**config.mk**
```make
export PLATFORM = sky130hd
export DESIGN_NAME = gc_output_scheduler
export DESIGN_NICKNAME = d
export VERILOG_FILES = /design/src/rtl/gc_output_scheduler.sv
export SDC_FILE = /design/constraint.sdc
export NUM_CORES = 2
export LEC_CHECK = 0
export BUFFER_PORTS_ARGS = -buffer_cell sky130_fd_sc_hd__buf_4
export CAP_MARGIN = 20
export CORE_ASPECT_RATIO = 2
export CORE_MARGIN = 2
export CORE_UTILIZATION = 63
export CTS_CLUSTER_DIAMETER = 80
export DETAILED_ROUTE_END_ITERATION = 6
export PLACE_DENSITY = 0.84
export SYNTH_ARGS = -nofsm -noshare
export SYNTH_HDL_FRONTEND = slang
export SYNTH_SLANG_ARGS = --single-unit
```
**constraint.sdc**
```tcl
create_clock -name clk -period 26.3 [get_ports clk]
set_input_delay 5.26 -clock clk [delete_from_list [all_inputs] [get_ports clk]]
set_output_delay 5.26 -clock clk [all_outputs]
set_load 0.1 [all_outputs]
```
**src/rtl/gc_output_scheduler.sv**
```systemverilog
// Output scheduler for GarbledCircuit results.
// Classifies each dual-word result as label/key/table/mask, computes its flat
// storage address, buffers it in a 2-write/1-read FIFO and drains one word per
// cycle over a first-word-fall-through valid/ready port. The upstream has no
// backpressure, so events that do not fit are dropped whole and counted.
module gc_output_scheduler #(
  parameter int S     = 16,
  parameter int K     = 128,
  parameter int DEPTH = 8,
  parameter int AW    = 2*S+1
) (
  input  logic          clk,
  input  logic          rst,
  input  logic [2:0]    tag_t1,
  input  logic [S-1:0]  cid,
  input  logic [S-1:0]  index0_t1,
  input  logic [S-1:0]  index1_t1,
  input  logic [K-1:0]  data0_t1,
  input  logic [K-1:0]  data1_t1,
  input  logic [S-1:0]  cfg_input_size,
  input  logic [S-1:0]  cfg_and_count,
  input  logic [S-1:0]  cfg_cc,
  output logic          out_valid,
  input  logic          out_ready,
  output logic [1:0]    out_type,
  output logic [AW-1:0] out_addr,
  output logic [K-1:0]  out_data,
  output logic          overflow,
  output logic [15:0]   drop_count,
  output logic          done
);

  localparam int PW = $clog2(DEPTH);
  localparam int CW = PW + 1;
  // Full-width address arithmetic; results are truncated to AW afterwards.
  localparam int FW = 2*S + 2;

  typedef enum logic [1:0] {
    T_LABEL = 2'd0,
    T_KEY   = 2'd1,
    T_TABLE = 2'd2,
    T_MASK  = 2'd3
  } wtype_t;

  function automatic logic [15:0] sat_add16(input logic [15:0] a, input logic [1:0] b);
    logic [16:0] s;
    s = {1'b0, a} + 17'(b);
    return s[16] ? 16'hFFFF : s[15:0];
  endfunction

  // FIFO storage (data path, not reset) and control state
  logic [1:0]    r_type_mem [DEPTH];
  logic [AW-1:0] r_addr_mem [DEPTH];
  logic [K-1:0]  r_data_mem [DEPTH];
  logic [PW-1:0] r_wr_ptr;
  logic [PW-1:0] r_rd_ptr;
  logic [CW-1:0] r_count;
  logic          r_overflow;
  logic [15:0]   r_drop_count;
  logic          r_finished;
  logic          r_done;

  logic          w_active;
  logic [1:0]    w_nwords;
  wtype_t        w_type;
  logic [AW-1:0] w_addr_a;
  logic [AW-1:0] w_addr_b;
  logic [K-1:0]  w_data_a;
  logic [K-1:0]  w_data_b;
  logic [FW-1:0] w_lbl0;
  logic [FW-1:0] w_lbl1;
  logic [FW-1:0] w_tbl0;
  logic [FW-1:0] w_tbl1;
  logic [CW-1:0] w_free;
  logic          w_fits;
  logic          w_accept;
  logic          w_drop;
  logic          w_pop;
  logic [PW-1:0] w_wr_ptr1;

  assign w_active  = !r_finished && (cid != cfg_cc);
  assign w_lbl0    = FW'(cid) * FW'(cfg_input_size) + FW'(index0_t1);
  assign w_lbl1    = FW'(cid) * FW'(cfg_input_size) + FW'(index1_t1);
  assign w_tbl0    = ((FW'(cid) * FW'(cfg_and_count)) << 1) + FW'(index0_t1);
  assign w_tbl1    = ((FW'(cid) * FW'(cfg_and_count)) << 1) + FW'(index1_t1);
  assign w_free    = CW'(DEPTH) - r_count;
  // Space is judged on the start-of-cycle count; a same-cycle pop is not credited.
  assign w_fits    = CW'(w_nwords) <= w_free;
  assign w_accept  = (w_nwords != 2'd0) && w_fits;
  assign w_drop    = (w_nwords != 2'd0) && !w_fits;
  assign w_pop     = (r_count != '0) && out_ready;
  assign w_wr_ptr1 = r_wr_ptr + PW'(1);

  // Decode the event into up to two ordered words (slot a drains first)
  always_comb begin
    w_nwords = 2'd0;
    w_type   = T_LABEL;
    w_addr_a = '0;
    w_addr_b = '0;
    w_data_a = '0;
    w_data_b = '0;
    if (w_active) begin
      if (tag_t1[2]) begin
        w_type = T_LABEL;
        case (tag_t1[1:0])
          2'b01: begin
            w_nwords = 2'd1;
            w_addr_a = w_lbl0[AW-1:0];
            w_data_a = data0_t1;
          end
          2'b10: begin
            w_nwords = 2'd1;
            w_addr_a = w_lbl1[AW-1:0];
            w_data_a = data1_t1;
          end
          2'b11: begin
            w_nwords = 2'd2;
            w_addr_a = w_lbl0[AW-1:0];
            w_addr_b = w_lbl1[AW-1:0];
            w_data_a = data0_t1;
            w_data_b = data1_t1;
          end
          default: w_nwords = 2'd0;
        endcase
      end else begin
        case (tag_t1[1:0])
          2'b01: begin
            w_type   = T_KEY;
            w_nwords = 2'd2;
            w_addr_a = AW'(0);
            w_addr_b = AW'(1);
            w_data_a = data0_t1;
            w_data_b = data1_t1;
          end
          2'b10: begin
            w_type   = T_TABLE;
            w_nwords = 2'd2;
            w_addr_a = w_tbl0[AW-1:0];
            w_addr_b = w_tbl1[AW-1:0];
            w_data_a = data0_t1;
            w_data_b = data1_t1;
          end
          2'b11: begin
            w_type   = T_MASK;
            w_nwords = 2'd1;
            w_addr_a = AW'(cid);
            w_data_a = data0_t1;
          end
          default: w_nwords = 2'd0;
        endcase
      end
    end
  end

  // Write accepted words into the FIFO storage
  always_ff @(posedge clk) begin
    if (w_accept) begin
      r_type_mem[r_wr_ptr] <= w_type;
      r_addr_mem[r_wr_ptr] <= w_addr_a;
      r_data_mem[r_wr_ptr] <= w_data_a;
      if (w_nwords == 2'd2) begin
        r_type_mem[w_wr_ptr1] <= w_type;
        r_addr_mem[w_wr_ptr1] <= w_addr_b;
        r_data_mem[w_wr_ptr1] <= w_data_b;
      end
    end
  end

  // Pointers, occupancy, drop accounting and completion tracking
  always_ff @(posedge clk) begin
    if (rst) begin
      r_wr_ptr     <= '0;
      r_rd_ptr     <= '0;
      r_count      <= '0;
      r_overflow   <= 1'b0;
      r_drop_count <= 16'd0;
      r_finished   <= 1'b0;
      r_done       <= 1'b0;
    end else begin
      if (w_accept)
        r_wr_ptr <= r_wr_ptr + PW'(w_nwords);
      if (w_pop)
        r_rd_ptr <= r_rd_ptr + PW'(1);
      r_count <= r_count + (w_accept ? CW'(w_nwords) : CW'(0)) - CW'(w_pop);
      if (w_drop) begin
        r_overflow   <= 1'b1;
        r_drop_count <= sat_add16(r_drop_count, w_nwords);
      end
      if (!r_finished && (cid == cfg_cc))
        r_finished <= 1'b1;
      if (r_finished && (r_count == '0))
        r_done <= 1'b1;
    end
  end

  assign out_valid  = (r_count != '0);
  assign out_type   = out_valid ? r_type_mem[r_rd_ptr] : 2'd0;
  assign out_addr   = out_valid ? r_addr_mem[r_rd_ptr] : '0;
  assign out_data   = out_valid ? r_data_mem[r_rd_ptr] : '0;
  assign overflow   = r_overflow;
  assign drop_count = r_drop_count;
  assign done       = r_done;

endmodule

```
==> key figures <==
Timing
  • Fmax: 0.0736 GHz
  • Fin crit period: between 10 and 15 ns
  • Final setup viols: 0
  • Slew margin rel.: between 10 and 15%
  • Final period util: about half
  • Setup_tns: 0 ns
  • RSZ-0062 raised after global routing: no
  • Max Slew Vio Count: 0
  • Slew @ Worst Pin: 1.25 ns
  • Clock skew: around 0.038 ns
  • Final Hold Vio Count: 0

Critical path
  • Crit path largest cell delay: approximately 0.96 ns
  • Reg-to-Reg End: r_data_mem[7][28]
  • RR Startpoint: r_finished
  • R2r setup slk: 17.95 ns
  • Worst Path Required: between 20 and 30 ns
  • Crit path cell chain: buf_4, xor2_1, nor4_1, a41o_1, buf_4, a21oi_4, buf_4, ha_1, a21oi_1, a211o_1, nand3_1, nor2_1, nand3_4, o21ai_4, buf_4, buf_4, buf_4
  • Crit end category: flip-flop
  • Critical Path Slowest Stage Cell: buf_4
  • CP arrival: around 14 ns
  • Crit Path Class: primary input to flip-flop
  • R2r worst-path depth: 14
  • Crit path launch type: primary input
  • CP top delay family: buffers and inverters
  • Critical path peak fanout: 55
  • Worst path most repeated cell: buf_4
  • Crit path buf inv count: 6

Yosys
  • Yosys top cell area share: approximately 44%
  • Post-Syn Nets: 9493
  • Synth Area in Compound Gates: between 10% and 20%
  • Primary FF master, synth: edfxtp_1
  • Top cells by area, synth: edfxtp_1 44%, fa_1 8.9%, mux4_2 8.2%, nand2_1 7.0%, o21ai_0 7.0%
  • Ys Warns: 0
  • Post-synth EDFFs: around 1300
  • Yosys reg bits: ~1300
  • Post-Synthesis Cells: ~8500
  • Async SR Flop Fraction: 0%
  • Post-Synth Simple-Gate Area: approximately an eighth
  • Synthesized area per cell: between 10 and 15 sq um
  • Synth Area in Adders: roughly an eighth
  • Largest family of logic cells by synthesized area: adder cells
  • Largest area contributor in the netlist: edfxtp_1
  • Netlist cell types: 92
  • Sequential share of the synthesized area: ~45%
  • Synth Area in XOR/XNOR: around 1.6%
  • Post-synthesis cell area: ~89000 sq um
  • Multiplexer share of the synthesized area: between 10 and 15%

Placement
  • DP HPWL: 189000 um
  • Port Buffers: ~540
  • Dpl cells: roughly 10000
  • GPL Wtd Cong: ~1.1

Routing
  • Vias per cell: a little under 7
  • DRT iter0 DRCs: between 8000 and 9000
  • Total number of vias: roughly 72000
  • DRC viols: 1
  • Final antenna-violating net count: 0
  • Routed length per instance: about 28 um
  • Final WL: ~290000 um
  • Pre-Repair DR Iteration Count: 7

Clock network
  • Root buf cell: clkbuf_16
  • Post-CTS Setup Bufs: 0
  • CTS sink cnt: ~1300
  • Num CTS Buffers: 104
  • Post-cts resize count: 0
  • Clk buf depth: 3
  • CTS clk-pin slew, worst paths: roughly 0.080 ns
  • Post-CTS Hold Buffers: 0
  • Clk Latency, worst-skew pair: ~0.75 ns
  • CTS H-tree lvls: 3
  • CTS tree: built

Floorplan
  • I/O Pins: 540
  • Std cell rows: between 150 and 200
  • Starting density of the core: 63.4%
  • Die area: between 100000 and 150000 sq um
  • Die X: between 200 and 300 um
  • Die Span Y: between 500 and 600 um
  • Core Footprint: 141000 sq um

Run
  • Max-cap violations: 0

GRT
  • First-pass GRT wire length: approximately 430000 um
  • Antenna violations before repair: 23
  • Vias in the first global route: between 70000 and 80000
  • Largest net degree at the start of global routing: 170
  • Total GRT Usage: between 30 and 40%
  • Overflow after GRT: 0

Run status
  • Failing checks: DRC
  • Status: complete, but fails checks

Cells and area
  • Highest-count cells in the layout ignoring fill and taps: 1663 x nand2_1, 1304 x edfxtp_1, 1235 x o21ai_0
  • Fillcell total: between 9000 and 10000
  • Final #Nets: ~9600
  • Most common cell after layout, fill and taps aside: nand2_1
  • Multi-input gate area: between 40000 and 50000 sq um
  • FF/Latch Area: 39800 sq um
  • Layout cell share with drive strength beyond 1: around 14%
  • Area added between synthesis and finish: 10.0%
  • Non-Filler Instances: roughly 11000

Worst hold path
  • Worst Hold Depth: 2
  • HP Start: overflow
  • Worst min-delay path category: flip-flop to flip-flop
  • Hold Crit Endpoint: overflow
metrics by stage:
stage / util (%) / hold WS (ns) / area [sq um] / setup WS [ns]
finish: 69.8 / 0.461 / 98200 / 12.71
global route: 69.8 / 0.484 / 98200 / 12.40
CTS: 69.7 / 0.464 / 98100 / 12.53
detailed placement: 67.2 / 0.449 / 94500 / 11.83
global placement: 67.2 / 0.441 / 94500 / 12.05
floorplan: - / 0.483 / 89300 / 5.24
sequential cells by signal (all words and copies together) (netlist names), 3 cells and up, named ones only:
signal	flops
r_data_mem	1024
r_addr_mem	264
drop_count	16
r_type_mem	16
r_count	4
r_rd_ptr	3
r_wr_ptr	3
final cells by class:
type | count | share of cell area (%)
clock inverter | 80 | 0.917
sequential | 1336 | 40.5
tap | 1871 | 2.38
timing repair buffer | 651 | 5.13
clock buffer | 117 | 2.72
multi-input combinational | 5991 | 46.3
inverter | 517 | 1.98
antenna | 9 | 0.0229
metal layers:
layer	wire, um	GRT usage [%]	share of wire [%]	vias up
li1	-	-	-	30279
met2	143000	67.4	49	5500
met4	24200	29.1	8.3	40
met1	89400	44.2	31	34621
met5	251	0	0.086	-
met3	35400	9.31	12	1315
cell usage after synthesis, types with 15 or more instances:
library cell	count
dfxtp_1	32
a211oi_1	28
nor4_1	15
o21ai_0	1241
o211ai_1	15
mux4_2	326
o21a_1	21
nand2b_1	26
nand2_1	1667
o31ai_1	21
nor3_1	38
a22oi_1	140
buf_1	65
edfxtp_1	1304
nand4_1	32
or3_1	17
and3_1	25
a21oi_1	158
ha_1	288
nor2_1	424
fa_1	395
clkbuf_1	526
a31oi_1	27
a221oi_1	23
o22ai_1	18
inv_1	516
nand3_1	112
and2_1	243
a21o_1	60
xor2_1	60
mux2i_1	266
xnor2_1	107
tightest hold or removal path, stage by stage (launching register included):
cell     delay [ns]
dfxtp_1        0.32
inv_1          0.05
a21oi_1        0.05
worst max-delay path by stage:
| stage | cells after the start | to | startpoint |
|---|---|---|---|
| floorplan | 16 | r_addr_mem[0][0] | cid[15] |
| global placement | 30 | r_addr_mem[2][27] | cid[7] |
| detailed placement | 31 | r_addr_mem[5][27] | cid[6] |
| CTS | 31 | r_addr_mem[7][27] | cid[6] |
| global route | 30 | r_addr_mem[4][22] | cid[6] |
| finish | 17 | r_data_mem[7][28] | cid[15] |
logic make-up after synthesis:
| logic type | count (synthesis) |
|---|---|
| flops | 1336 |
| fa+ha+maj | 683 |
| xor+xnor | 167 |
| buf+inv | 1125 |
| simple gates | 2661 |
| mux | 592 |
| compound gates | 1888 |
Power is left out: the tool's default activity adds up to more than one toggle a clock period on the data nets, which glitch-free logic cannot reach.
